$ cat config.mk
export PLATFORM = sky130hd
export DESIGN_NAME = fft_seq_core_flat
export DESIGN_NICKNAME = d
export VERILOG_FILES = /design/src/rtl/fft_seq_if.sv /design/src/rtl/fft_seq_core.sv /design/src/flat_wrapper.sv
export SDC_FILE = /design/constraint.sdc
export NUM_CORES = 2
export LEC_CHECK = 0
export BUFFER_PORTS_ARGS = -buffer_cell sky130_fd_sc_hd__buf_2
export CAP_MARGIN = 30
export CELL_PAD_IN_SITES_DETAIL_PLACEMENT = 0
export CELL_PAD_IN_SITES_GLOBAL_PLACEMENT = 1
export CORE_MARGIN = 2
export CORE_UTILIZATION = 55
export DETAILED_ROUTE_END_ITERATION = 6
export GPL_ROUTABILITY_DRIVEN = 0
export GPL_TIMING_DRIVEN = 0
export HOLD_SLACK_MARGIN = 0.15
export MAX_ROUTING_LAYER = met4
export PLACE_DENSITY_LB_ADDON = 0.3
export SLEW_MARGIN = 10
export SYNTH_ARGS = -nofsm -noshare
export SYNTH_HDL_FRONTEND = slang
export SYNTH_SLANG_ARGS = --single-unit
$ cat constraint.sdc
create_clock -name clk -period 29.1 [get_ports clk]
set_input_delay 2.91 -clock clk [delete_from_list [all_inputs] [get_ports clk]]
set_output_delay 2.91 -clock clk [all_outputs]
set_load 0.05 [all_outputs]
$ cat src/rtl/fft_seq_if.sv
// ----------------------------------------------------------------------------
// fft_seq_if
// Stream bundle between an FFT frame source/sink and fft_seq_core.
//
// Handshake rule (both directions): a transfer happens on a rising clk edge
// where valid and ready are both 1. While valid=1 and ready=0, the producer
// holds its data (and out_last) unchanged. Ready never depends
// combinationally on valid.
//
// Signals
//   in_valid / in_ready        input sample handshake
//   in_real / in_imag          input sample, signed DATA_W each
//   in_scale                   taken with the first sample of a frame
//   out_valid / out_ready      output bin handshake
//   out_real / out_imag        output bin, signed DATA_W each
//   out_last                   marks bin N-1
//   busy                       core is transforming or unloading
// Modports: master = frame source/sink (testbench), slave = core.
// ----------------------------------------------------------------------------
interface fft_seq_if #(
  parameter int DATA_W = 16
);
  logic                     in_valid;
  logic                     in_ready;
  logic signed [DATA_W-1:0] in_real;
  logic signed [DATA_W-1:0] in_imag;
  logic                     in_scale;
  logic                     out_valid;
  logic                     out_ready;
  logic signed [DATA_W-1:0] out_real;
  logic signed [DATA_W-1:0] out_imag;
  logic                     out_last;
  logic                     busy;

  modport master (
    output in_valid, in_real, in_imag, in_scale, out_ready,
    input  in_ready, out_valid, out_real, out_imag, out_last, busy
  );

  modport slave (
    input  in_valid, in_real, in_imag, in_scale, out_ready,
    output in_ready, out_valid, out_real, out_imag, out_last, busy
  );
endinterface

$ cat src/rtl/fft_seq_core.sv
// ----------------------------------------------------------------------------
// fft_seq_core
// Sequential radix-2 DIT FFT of N = 2^LOG2N complex samples. Samples are
// loaded in bit-reversed order into an N-entry register array, transformed
// in place by one time-shared butterfly (one butterfly per cycle), and
// streamed out in natural order.
//
// Ports
//   clk          rising-edge clock
//   rst_n        synchronous active-low reset
//   bus          fft_seq_if.slave stream bundle (see interface header)
//   dbg_state_o  FSM state: 0 = LOAD, 1 = CALC, 2 = UNLOAD
// Parameters
//   DATA_W  component width (signed), LOG2N  2..4
// ----------------------------------------------------------------------------
module fft_seq_core #(
  parameter int DATA_W = 16,
  parameter int LOG2N  = 3
) (
  input  logic       clk,
  input  logic       rst_n,
  fft_seq_if.slave   bus,
  output logic [1:0] dbg_state_o
);
  localparam int N  = 1 << LOG2N;
  localparam int PW = DATA_W + 11;  // product width: DATA_W x 10-bit twiddle, plus sum

  generate
    if (LOG2N < 2 || LOG2N > 4) begin : g_bad_log2n
      $error("fft_seq_core: LOG2N must be 2..4");
    end
  endgenerate

  typedef enum logic [1:0] {LOAD = 2'd0, CALC = 2'd1, UNLOAD = 2'd2} state_t;

  localparam logic [LOG2N-1:0] CNT_LAST   = LOG2N'(N - 1);
  localparam logic [LOG2N-2:0] BFLY_LAST  = '1;
  localparam logic [1:0]       STAGE_LAST = 2'(LOG2N - 1);

  state_t                   state_q;
  logic signed [DATA_W-1:0] mem_re_q [N];
  logic signed [DATA_W-1:0] mem_im_q [N];
  logic [LOG2N-1:0]         cnt_q;    // sample index in LOAD, bin index in UNLOAD
  logic [LOG2N-2:0]         bfly_q;   // butterfly within stage
  logic [1:0]               stage_q;
  logic                     scale_q;
  logic                     in_ready_q, busy_q, out_valid_q, out_last_q;
  logic signed [DATA_W-1:0] out_re_q, out_im_q;

  function automatic logic [LOG2N-1:0] bitrev(input logic [LOG2N-1:0] v);
    logic [LOG2N-1:0] r;
    for (int i = 0; i < LOG2N; i++) r[i] = v[LOG2N-1-i];
    return r;
  endfunction

  // Only the first half of the 16-point table is ever addressed by a DIT
  // butterfly, so indices 0..7 cover every legal N.
  function automatic logic signed [9:0] tw_re(input logic [2:0] i);
    case (i)
      3'd0: return 10'sd256;
      3'd1: return 10'sd237;
      3'd2: return 10'sd181;
      3'd3: return 10'sd98;
      3'd4: return 10'sd0;
      3'd5: return -10'sd98;
      3'd6: return -10'sd181;
      default: return -10'sd237;
    endcase
  endfunction

  function automatic logic signed [9:0] tw_im(input logic [2:0] i);
    case (i)
      3'd0: return 10'sd0;
      3'd1: return 10'sd98;
      3'd2: return 10'sd181;
      3'd3: return 10'sd237;
      3'd4: return 10'sd256;
      3'd5: return 10'sd237;
      3'd6: return 10'sd181;
      default: return 10'sd98;
    endcase
  endfunction

  // Butterfly addressing and datapath
  int                       b_i, s_i, pos_i, top_i;
  logic [LOG2N-1:0]         top_a, bot_a, cnt_nxt;
  logic [2:0]               tw_a;
  logic signed [9:0]        wr, ws;
  logic signed [DATA_W-1:0] a_re, a_im, b_re, b_im, t_re, t_im;
  logic signed [PW-1:0]     p_re, p_im;
  logic signed [DATA_W:0]   s_re, s_im, d_re, d_im;
  logic signed [DATA_W-1:0] x_top_re, x_top_im, x_bot_re, x_bot_im;

  always_comb begin
    b_i   = int'(bfly_q);
    s_i   = int'(stage_q);
    pos_i = b_i & ((1 << s_i) - 1);
    top_i = ((b_i >> s_i) << (s_i + 1)) + pos_i;
    top_a = LOG2N'(top_i);
    bot_a = LOG2N'(top_i + (1 << s_i));
    // pos << (LOG2N-1-s) scaled to the 16-entry table by << (4-LOG2N)
    tw_a  = 3'(pos_i << (3 - s_i));
    wr    = tw_re(tw_a);
    ws    = tw_im(tw_a);
    a_re  = mem_re_q[top_a];
    a_im  = mem_im_q[top_a];
    b_re  = mem_re_q[bot_a];
    b_im  = mem_im_q[bot_a];
    p_re  = PW'(b_re) * PW'(wr) + PW'(b_im) * PW'(ws);
    p_im  = PW'(b_im) * PW'(wr) - PW'(b_re) * PW'(ws);
    t_re  = DATA_W'(p_re >>> 8);
    t_im  = DATA_W'(p_im >>> 8);
    // One extra bit so the optional halving is exact before wrapping.
    s_re  = (DATA_W+1)'(a_re) + (DATA_W+1)'(t_re);
    s_im  = (DATA_W+1)'(a_im) + (DATA_W+1)'(t_im);
    d_re  = (DATA_W+1)'(a_re) - (DATA_W+1)'(t_re);
    d_im  = (DATA_W+1)'(a_im) - (DATA_W+1)'(t_im);
    x_top_re = scale_q ? s_re[DATA_W:1] : s_re[DATA_W-1:0];
    x_top_im = scale_q ? s_im[DATA_W:1] : s_im[DATA_W-1:0];
    x_bot_re = scale_q ? d_re[DATA_W:1] : d_re[DATA_W-1:0];
    x_bot_im = scale_q ? d_im[DATA_W:1] : d_im[DATA_W-1:0];
    cnt_nxt  = cnt_q + LOG2N'(1);
  end

  always_ff @(posedge clk) begin
    if (!rst_n) begin
      state_q     <= LOAD;
      cnt_q       <= '0;
      bfly_q      <= '0;
      stage_q     <= '0;
      scale_q     <= 1'b0;
      in_ready_q  <= 1'b1;
      busy_q      <= 1'b0;
      out_valid_q <= 1'b0;
      out_last_q  <= 1'b0;
      out_re_q    <= '0;
      out_im_q    <= '0;
    end else begin
      unique case (state_q)
        LOAD: begin
          if (bus.in_valid && in_ready_q) begin
            mem_re_q[bitrev(cnt_q)] <= bus.in_real;
            mem_im_q[bitrev(cnt_q)] <= bus.in_imag;
            if (cnt_q == '0) scale_q <= bus.in_scale;
            cnt_q <= cnt_nxt;  // wraps to 0 after the last sample
            if (cnt_q == CNT_LAST) begin
              state_q    <= CALC;
              in_ready_q <= 1'b0;
              busy_q     <= 1'b1;
            end
          end
        end
        CALC: begin
          mem_re_q[top_a] <= x_top_re;
          mem_im_q[top_a] <= x_top_im;
          mem_re_q[bot_a] <= x_bot_re;
          mem_im_q[bot_a] <= x_bot_im;
          if (bfly_q == BFLY_LAST) begin
            bfly_q <= '0;
            if (stage_q == STAGE_LAST) begin
              stage_q     <= '0;
              state_q     <= UNLOAD;
              out_valid_q <= 1'b1;
              out_last_q  <= 1'b0;
              // Bin 0 is finished by butterfly 0 of the last stage, long
              // before this final butterfly, so it can be read now.
              out_re_q    <= mem_re_q[0];
              out_im_q    <= mem_im_q[0];
            end else begin
              stage_q <= stage_q + 2'd1;
            end
          end else begin
            bfly_q <= bfly_q + 1'b1;
          end
        end
        UNLOAD: begin
          if (bus.out_ready) begin
            if (cnt_q == CNT_LAST) begin
              state_q     <= LOAD;
              cnt_q       <= '0;
              out_valid_q <= 1'b0;
              out_last_q  <= 1'b0;
              in_ready_q  <= 1'b1;
              busy_q      <= 1'b0;
            end else begin
              cnt_q      <= cnt_nxt;
              out_re_q   <= mem_re_q[cnt_nxt];
              out_im_q   <= mem_im_q[cnt_nxt];
              out_last_q <= (cnt_nxt == CNT_LAST);
            end
          end
        end
        default: state_q <= LOAD;
      endcase
    end
  end

  assign bus.in_ready  = in_ready_q;
  assign bus.busy      = busy_q;
  assign bus.out_valid = out_valid_q;
  assign bus.out_last  = out_last_q;
  assign bus.out_real  = out_re_q;
  assign bus.out_imag  = out_im_q;
  assign dbg_state_o   = state_q;
endmodule

$ cat src/flat_wrapper.sv
// flat-port wrapper written by rule: the top's interface ports become plain ports
module fft_seq_core_flat 
#(
  parameter int DATA_W = 16,
  parameter int LOG2N  = 3
)
  (clk, rst_n, dbg_state_o, bus_in_valid, bus_in_real, bus_in_imag, bus_in_scale, bus_out_ready, bus_in_ready, bus_out_valid, bus_out_real, bus_out_imag, bus_out_last, bus_busy);
  fft_seq_if #(.DATA_W(DATA_W)) bus_i ();
  input  logic clk;
  input  logic rst_n;
  output logic [1:0] dbg_state_o;
  input wire logic [$bits(bus_i.in_valid)-1:0] bus_in_valid;
  input wire logic [$bits(bus_i.in_real)-1:0] bus_in_real;
  input wire logic [$bits(bus_i.in_imag)-1:0] bus_in_imag;
  input wire logic [$bits(bus_i.in_scale)-1:0] bus_in_scale;
  input wire logic [$bits(bus_i.out_ready)-1:0] bus_out_ready;
  output wire logic [$bits(bus_i.in_ready)-1:0] bus_in_ready;
  output wire logic [$bits(bus_i.out_valid)-1:0] bus_out_valid;
  output wire logic [$bits(bus_i.out_real)-1:0] bus_out_real;
  output wire logic [$bits(bus_i.out_imag)-1:0] bus_out_imag;
  output wire logic [$bits(bus_i.out_last)-1:0] bus_out_last;
  output wire logic [$bits(bus_i.busy)-1:0] bus_busy;
  assign bus_i.in_valid = bus_in_valid;
  assign bus_i.in_real = bus_in_real;
  assign bus_i.in_imag = bus_in_imag;
  assign bus_i.in_scale = bus_in_scale;
  assign bus_i.out_ready = bus_out_ready;
  assign bus_in_ready = bus_i.in_ready;
  assign bus_out_valid = bus_i.out_valid;
  assign bus_out_real = bus_i.out_real;
  assign bus_out_imag = bus_i.out_imag;
  assign bus_out_last = bus_i.out_last;
  assign bus_busy = bus_i.busy;
  fft_seq_core #(.DATA_W(DATA_W), .LOG2N(LOG2N)) u_core (.clk(clk), .rst_n(rst_n), .bus(bus_i), .dbg_state_o(dbg_state_o));
endmodule
# Word-level counts from Yosys, hierarchy flattened
# Memories as Yosys holds them, arrays and structs flattened.
# Cells that the tools add are included.
# totals
ff_bits,46
ram_bits,256
word_cells,131
mem_count,2
# classes
n_addsub,14
n_mul,4
n_eq_ne,19
n_shift,4
muxes,58
n_bitwise,1
reduce_logical,18
# memory_table
memory,depth,word_bits,read_ports,rd_clocked_by_memory_dff,wr,line_no,rtl
u_core.mem_im_q,8,16,4,0,2,fft_seq_core.sv:42,logic signed [DATA_W-1:0] mem_im_q [N];
u_core.mem_re_q,8,16,4,0,2,fft_seq_core.sv:41,logic signed [DATA_W-1:0] mem_re_q [N];
# ops
cell,n
16-bit two-way mux,14
16-bit by 10-bit multiplier with 24-bit output,4
10-bit one-hot mux with 7 select lines,1
16-bit one-hot mux with 2 select lines,2
32-bit by 32-bit << shifter with 3-bit output,2
9-bit one-hot mux with 4 select lines,1
16-bit by 16-bit adder with 17-bit output,2
16-bit by 16-bit subtractor with 17-bit output,2
3-bit by 32-bit AND with 32-bit output,1
16-bit OR reduction,2
1-bit by 2-bit << shifter with 32-bit output (first input constant),1
2-bit by 2-bit right shift with 32-bit output,1
32-bit by 2-bit subtractor with 32-bit output (second input constant),1
24-bit adder,1
24-bit subtractor,1
1-bit two-way mux,21
2-bit two-way mux,8
3-bit == test (second input constant),5
3-bit two-way mux,5
5-bit AND reduction,3
2-bit by 1-bit != test with 1-bit output (second input constant),5
1-bit one-hot mux with 2 select lines,4
3-bit adder,2
2-bit == test (second input constant),3
other kinds (19),26

# Depth between registers and ports, before layout
# logic_depth
depth_word,12
mapped_depth,55
depth_no_buf,47

# Worst setup path after synthesis
# Ideal clock, no wire load.
# synth_path
kind,reg2reg
startpoint,reg u_core.stage_q[1]
endpoint,"mem u_core.mem_re_q[6][14], data pin"
setup_time_ps,278
arrival_time_ps,12575
setup_slack_ps,16247
stages_incl_launch_ff,50
synth_period_minus_slack_ps,12853
cell_sequence,dfxtp_1 -> clkbuf_1 -> inv_1 -> ha_1 -> nor4_1 -> ha_1 -> inv_1 -> fa_1 -> clkbuf_1 -> clkinv_1 -> clkbuf_1 -> fa_1 -> clkbuf_1 -> buf_2 -> buf_1 -> buf_2 -> mux4_2 -> mux2i_4 -> [... 14 more ...] -> ha_1 -> and2_1 -> a221o_1 -> a21bo_1 -> or4_4 -> a31o_2 -> a21oi_1 -> xnor2_1 -> ha_1 -> clkbuf_1 -> inv_1 -> a21oi_1 -> a2111o_1 -> a31o_2 -> nand4_1 -> o21ai_0 -> nor3_2 -> mux2i_1
# synth_lines
element,line_no,rtl
from (decl),fft_seq_core.sv:45,logic [1:0] stage_q;
from (signal assigned),fft_seq_core.sv:170,stage_q <= stage_q + 2'd1;
to (decl),fft_seq_core.sv:41,

==> results <==
- The flow ran to the end, but the final reports show violations.
- The checks that failed: DRC.
- The final standard cell area without fillers is approximately 0.047 sq mm.
- Sequential cells were found to cover 19.93% of the synthesized design area.
- The worst-case hold slack is 453.2 ps.
- The final routed wirelength across all metal layers is roughly 170,000 um.
- OpenSTA, run right after detailed placement, puts the worst setup slack at 11,700 ps.
- The worst setup path is of the reg2reg kind.
- The clock share of power is between 40% and 50%.
- Post-CTS repair changed the size of 0 cells.
- The worst-skew pair later-pin latency is roughly 550 ps.
- The startpoint of the worst hold path is u_core.bus.busy.
- The count of buffers added on input and output ports is 74.
- Global routing consumed, over all layers together, 42.80% of the routing resources.
- The floorplan step set the die height to 284.3 um.
- The post-route netlist has 11.51% of its cells at a drive strength greater than 1.
- The layout has 6,763 filler cells.
- The synthesized design contains 302 register bits.
- The sink of the worst hold path is u_core.bus.busy.
- The count of final max-slew check failures is 0.
- In the synthesized netlist the dominant register cell turns out to be sky130_fd_sc_hd__edfxtp_1.
- The die covers 0.08080 sq mm.
- After detailed routing, the number of vias per cell comes to 6.336.
- The netlist uses 85 different library cells.
- At the end of the flow, the number of nets in the layout was ~5,400.
- The detail route stage leaves a number of antenna-violating nets equal to 0.
- The floorplan step set the die width to 284.3 um.
- The number of cells traversed by the worst hold path is 2.
- The cell taking the most area after synthesis is sky130_fd_sc_hd__fa_1.
- Setup repair after global routing left no endpoint under its margin.
- For flop-to-flop paths, the worst setup slack is 11,060 ps.
- The cell count after synthesis is 4,328.
- Per report_power, the combinational group accounts for 16.4% of the total.
- The depth of the most critical reg-to-reg path is 50.
- Broken down by cell family, the worst path's largest delay share belongs to adder cells.
- The CTS tree is done.
- The first-pass GRT wire length is 241,200 um.
- The tree is rooted in a sky130_fd_sc_hd__clkbuf_16.
- Clock tree synthesis inserted a total of 36 buffers.
- The number of global-route vias before repair is 36,460.
- The initial core utilization is 55.67%.
- The average footprint of a synthesized cell is around 10 sq um.
- The sequential standard cell area is 0.008608 sq mm.
- The post-route fraction of the period consumed by the critical path is 61.99%.
- The number of enable flip-flop cells after synthesis is 256.
- The post-synth net total is 5,193.
- The internal power summed over all cells is 785.7 uW.
- The maximum number of pins on one net before global-route repair is 20.
- The initial antenna violation count is 5.
- The number of H-tree levels is 2.
- STA puts the critical path data required time at 29,350 ps.
- The worst register-to-register path ends at u_core.mem_im_q[7][15].
- The total I/O pin count is between 70 and 80.
- The area of the core is a little under 0.08 sq mm.
- The total congestion overflow after global routing is 0.
- The slowest stage of the critical path belongs to the cell sky130_fd_sc_hd__buf_1.
- The average wire length per cell after detail routing is around 30 um.
- The final critical delay including setup and external delays is 18,040 ps.
- After clock tree synthesis, the clock-pin slew on the worst setup and hold paths is 60 ps.
- The footprint of the multi-input gates is 0.03081 sq mm.
- After synthesis, the most frequently instantiated cells are sky130_fd_sc_hd__inv_1 (793), sky130_fd_sc_hd__fa_1 (578), sky130_fd_sc_hd__nor2_1 (447).
- The first-iteration detailed-routing DRC count is 4,499.
- The worst-case IR drop observed on VDD is 0.00005134 V.
- The delay of the slowest cell on the worst path is 810 ps.
- The share of Yosys cell area claimed by the top area cell type is a little over a quarter.
- Derived from the worst setup path, the maximum achievable clock frequency is 55.43 MHz.
- After detailed routing, the number of remaining DRC violations is 16.
- At the end of the flow the core is filled with cells to 60.57%.
- The standard cell area after detailed placement is 0.04573 sq mm.
- The most numerous cell on the critical path is sky130_fd_sc_hd__fa_1.
- The pre-antenna-repair detailed-routing pass consisted of 7 iterations.
- The mapped netlist covers 0.04320 sq mm.
- Setup violations remaining at the end of the flow were counted as 0.
- The kind of end point of the critical path is a flop.
- The max-cap violation count is 0.
- The total net switching power is 314.5 uW.
- Per report_power, the sequential group accounts for 43.5% of the total.
- After synthesis, the cell types taking the most area are sky130_fd_sc_hd__fa_1 (27%), sky130_fd_sc_hd__edfxtp_1 (18%), sky130_fd_sc_hd__mux4_2 (9.5%), sky130_fd_sc_hd__ha_1 (7.2%), sky130_fd_sc_hd__inv_1 (6.9%).
- The switching part of the total power is 28.58%.
- The setup fix buffers added after clock tree synthesis is 0.
- Across the routed clock network, the largest skew measured is about 24 ps.
- During synthesis, Yosys emitted a total of 0 warnings.
- The maximum clock path buffer count is 3.
- The detailed router placed 35,350 vias in this run.
- STA puts the critical path data arrival time at ~18,000 ps.
- The number of buffers and inverters on the critical path is 16.
- The type of element launching the critical path is a flop.
- The floorplan has 102 rows.
- The most frequent cell after synthesis is sky130_fd_sc_hd__inv_1.
- The area growth from synthesis to layout is 8.805%.
- The hold-fix buffer count after cts is 0.
- Once routing completed, OpenROAD measured the worst setup slack at 11,060 ps.
- Setup total negative slack on the finished layout was measured at 0 ps.
- The wire-length estimate of the detail-placed layout is 132,100 um.
- In the synthesized netlist the async set-or-reset flop fraction comes to 0%.
- The worst pin sits at a relative slew slack of 21.82%.
- The total count of hold-check failures in the final report is 0.
- In this run the critical register-to-register path is launched from u_core.stage_q[1].
- Dividing total power by cell area gives a power density of roughly 23 mW/mm^2.
- The path class of the tightest hold or removal check is reg2reg.
- The total clock sinks is 302.
- The transition time at the pin with the least slew margin is about 1200 ps.
- The biggest fanout along the worst timing path is 10.
- The cell leakage power is roughly 21 nW.
[final cells by class]
class                           count  area share, %
Sequential cell                   302          18.31
Buffer                            221          1.991
Inverter                          797          6.365
Tap cell                         1040          2.769
Multi-Input combinational cell   3008          65.55
Clock inverter                     20         0.3567
Timing Repair Buffer              142          2.622
Antenna cell                        5        0.02662
Clock buffer                       44          2.002
[layer usage]
layer | share of wire [%] | vias up | global-route usage, %
met5 | 0 | - | -
met4 | 10 | 0 | 32.24
met3 | 14 | 914 | 13.77
met2 | 43 | 2686 | 62.85
met1 | 33 | 17200 | 48.93
li1 | - | 14550 | -
[cells in the final DEF (no fill, tap or decap), drive strengths merged, types with 46 or more instances in the layout]
master / instances
a21oi: 173
buf: 215
clkbuf: 192
dfxtp: 46
edfxtp: 256
fa: 578
ha: 250
inv: 797
mux2i: 250
mux4: 182
nand2: 350
nand2b: 83
nor2: 449
nor2b: 55
o21ai: 133
xnor2: 106
[worst min-delay path, stage by stage, from the launching register on]
cell                      delay [ps]
sky130_fd_sc_hd__dfxtp_1         310
sky130_fd_sc_hd__inv_1            50
sky130_fd_sc_hd__a21oi_1          50
[power groups by stage]
stage / clock network [mW] / logic (mW) / registers, mW
after detailed placement: 0 / 0.172 / 0.487
after global routing: 0.450 / 0.188 / 0.479
final: 0.441 / 0.181 / 0.478
after floorplan: 0 / 0.110 / 0.486
after CTS: 0.434 / 0.173 / 0.478
after global placement: 0 / 0.165 / 0.488
[state kept, by name (all words and copies together) (netlist names)]
register / flops
u_core.bus.out_last: 1
u_core.scale_q: 1
u_core.bfly_q: 2
u_core.bus.out_imag: 16
u_core.bus.in_ready: 1
u_core.mem_im_q: 128
u_core.bus.out_real: 16
u_core.stage_q: 2
u_core.dbg_state_o: 2
u_core.bus.busy: 1
u_core.bus.out_valid: 1
u_core.cnt_q: 3
u_core.mem_re_q: 128
[cells by family (layout without fill, tap and decap cells)]
family                   count (synthesis)  after routing  share of synthesized area (%)
buffers and inverters                 1018           1224                          9.075
other                                    0              5                              0
XOR/XNOR                               137            137                          2.812
flip-flops                             302            302                          19.93
multiplexers                           443            443                          15.77
AO/OA/AOI/OAI                          492            492                          7.024
adder cells (fa/ha/maj)                828            828                          34.03
AND/OR/NAND/NOR                       1108           1108                          11.37
[worst max-delay path by stage]
| stage | to | cells past startpoint | from |
|---|---|---|---|
| 6_report | u_core.mem_im_q[7][15] | 50 | u_core.stage_q[1] |
| 5_1_grt | u_core.mem_im_q[7][15] | 50 | u_core.stage_q[1] |
| 4_1_cts | u_core.mem_im_q[7][15] | 48 | u_core.stage_q[1] |
| 3_5_place_dp | u_core.mem_im_q[7][15] | 48 | u_core.stage_q[1] |
| 3_3_place_gp | u_core.mem_im_q[0][15] | 50 | u_core.stage_q[1] |
| 2_1_floorplan | u_core.mem_re_q[6][14] | 49 | u_core.stage_q[1] |
[stage by stage]
stage	std cells	power, mW
3_5_place_dp	5494	0.6594
4_1_cts	5558	1.085
2_1_floorplan	4328	0.5957
5_1_grt	5578	1.117
6_report	5579	1.100
3_3_place_gp	5442	0.6534
Note: power is estimated with default switching activity, not from simulation.
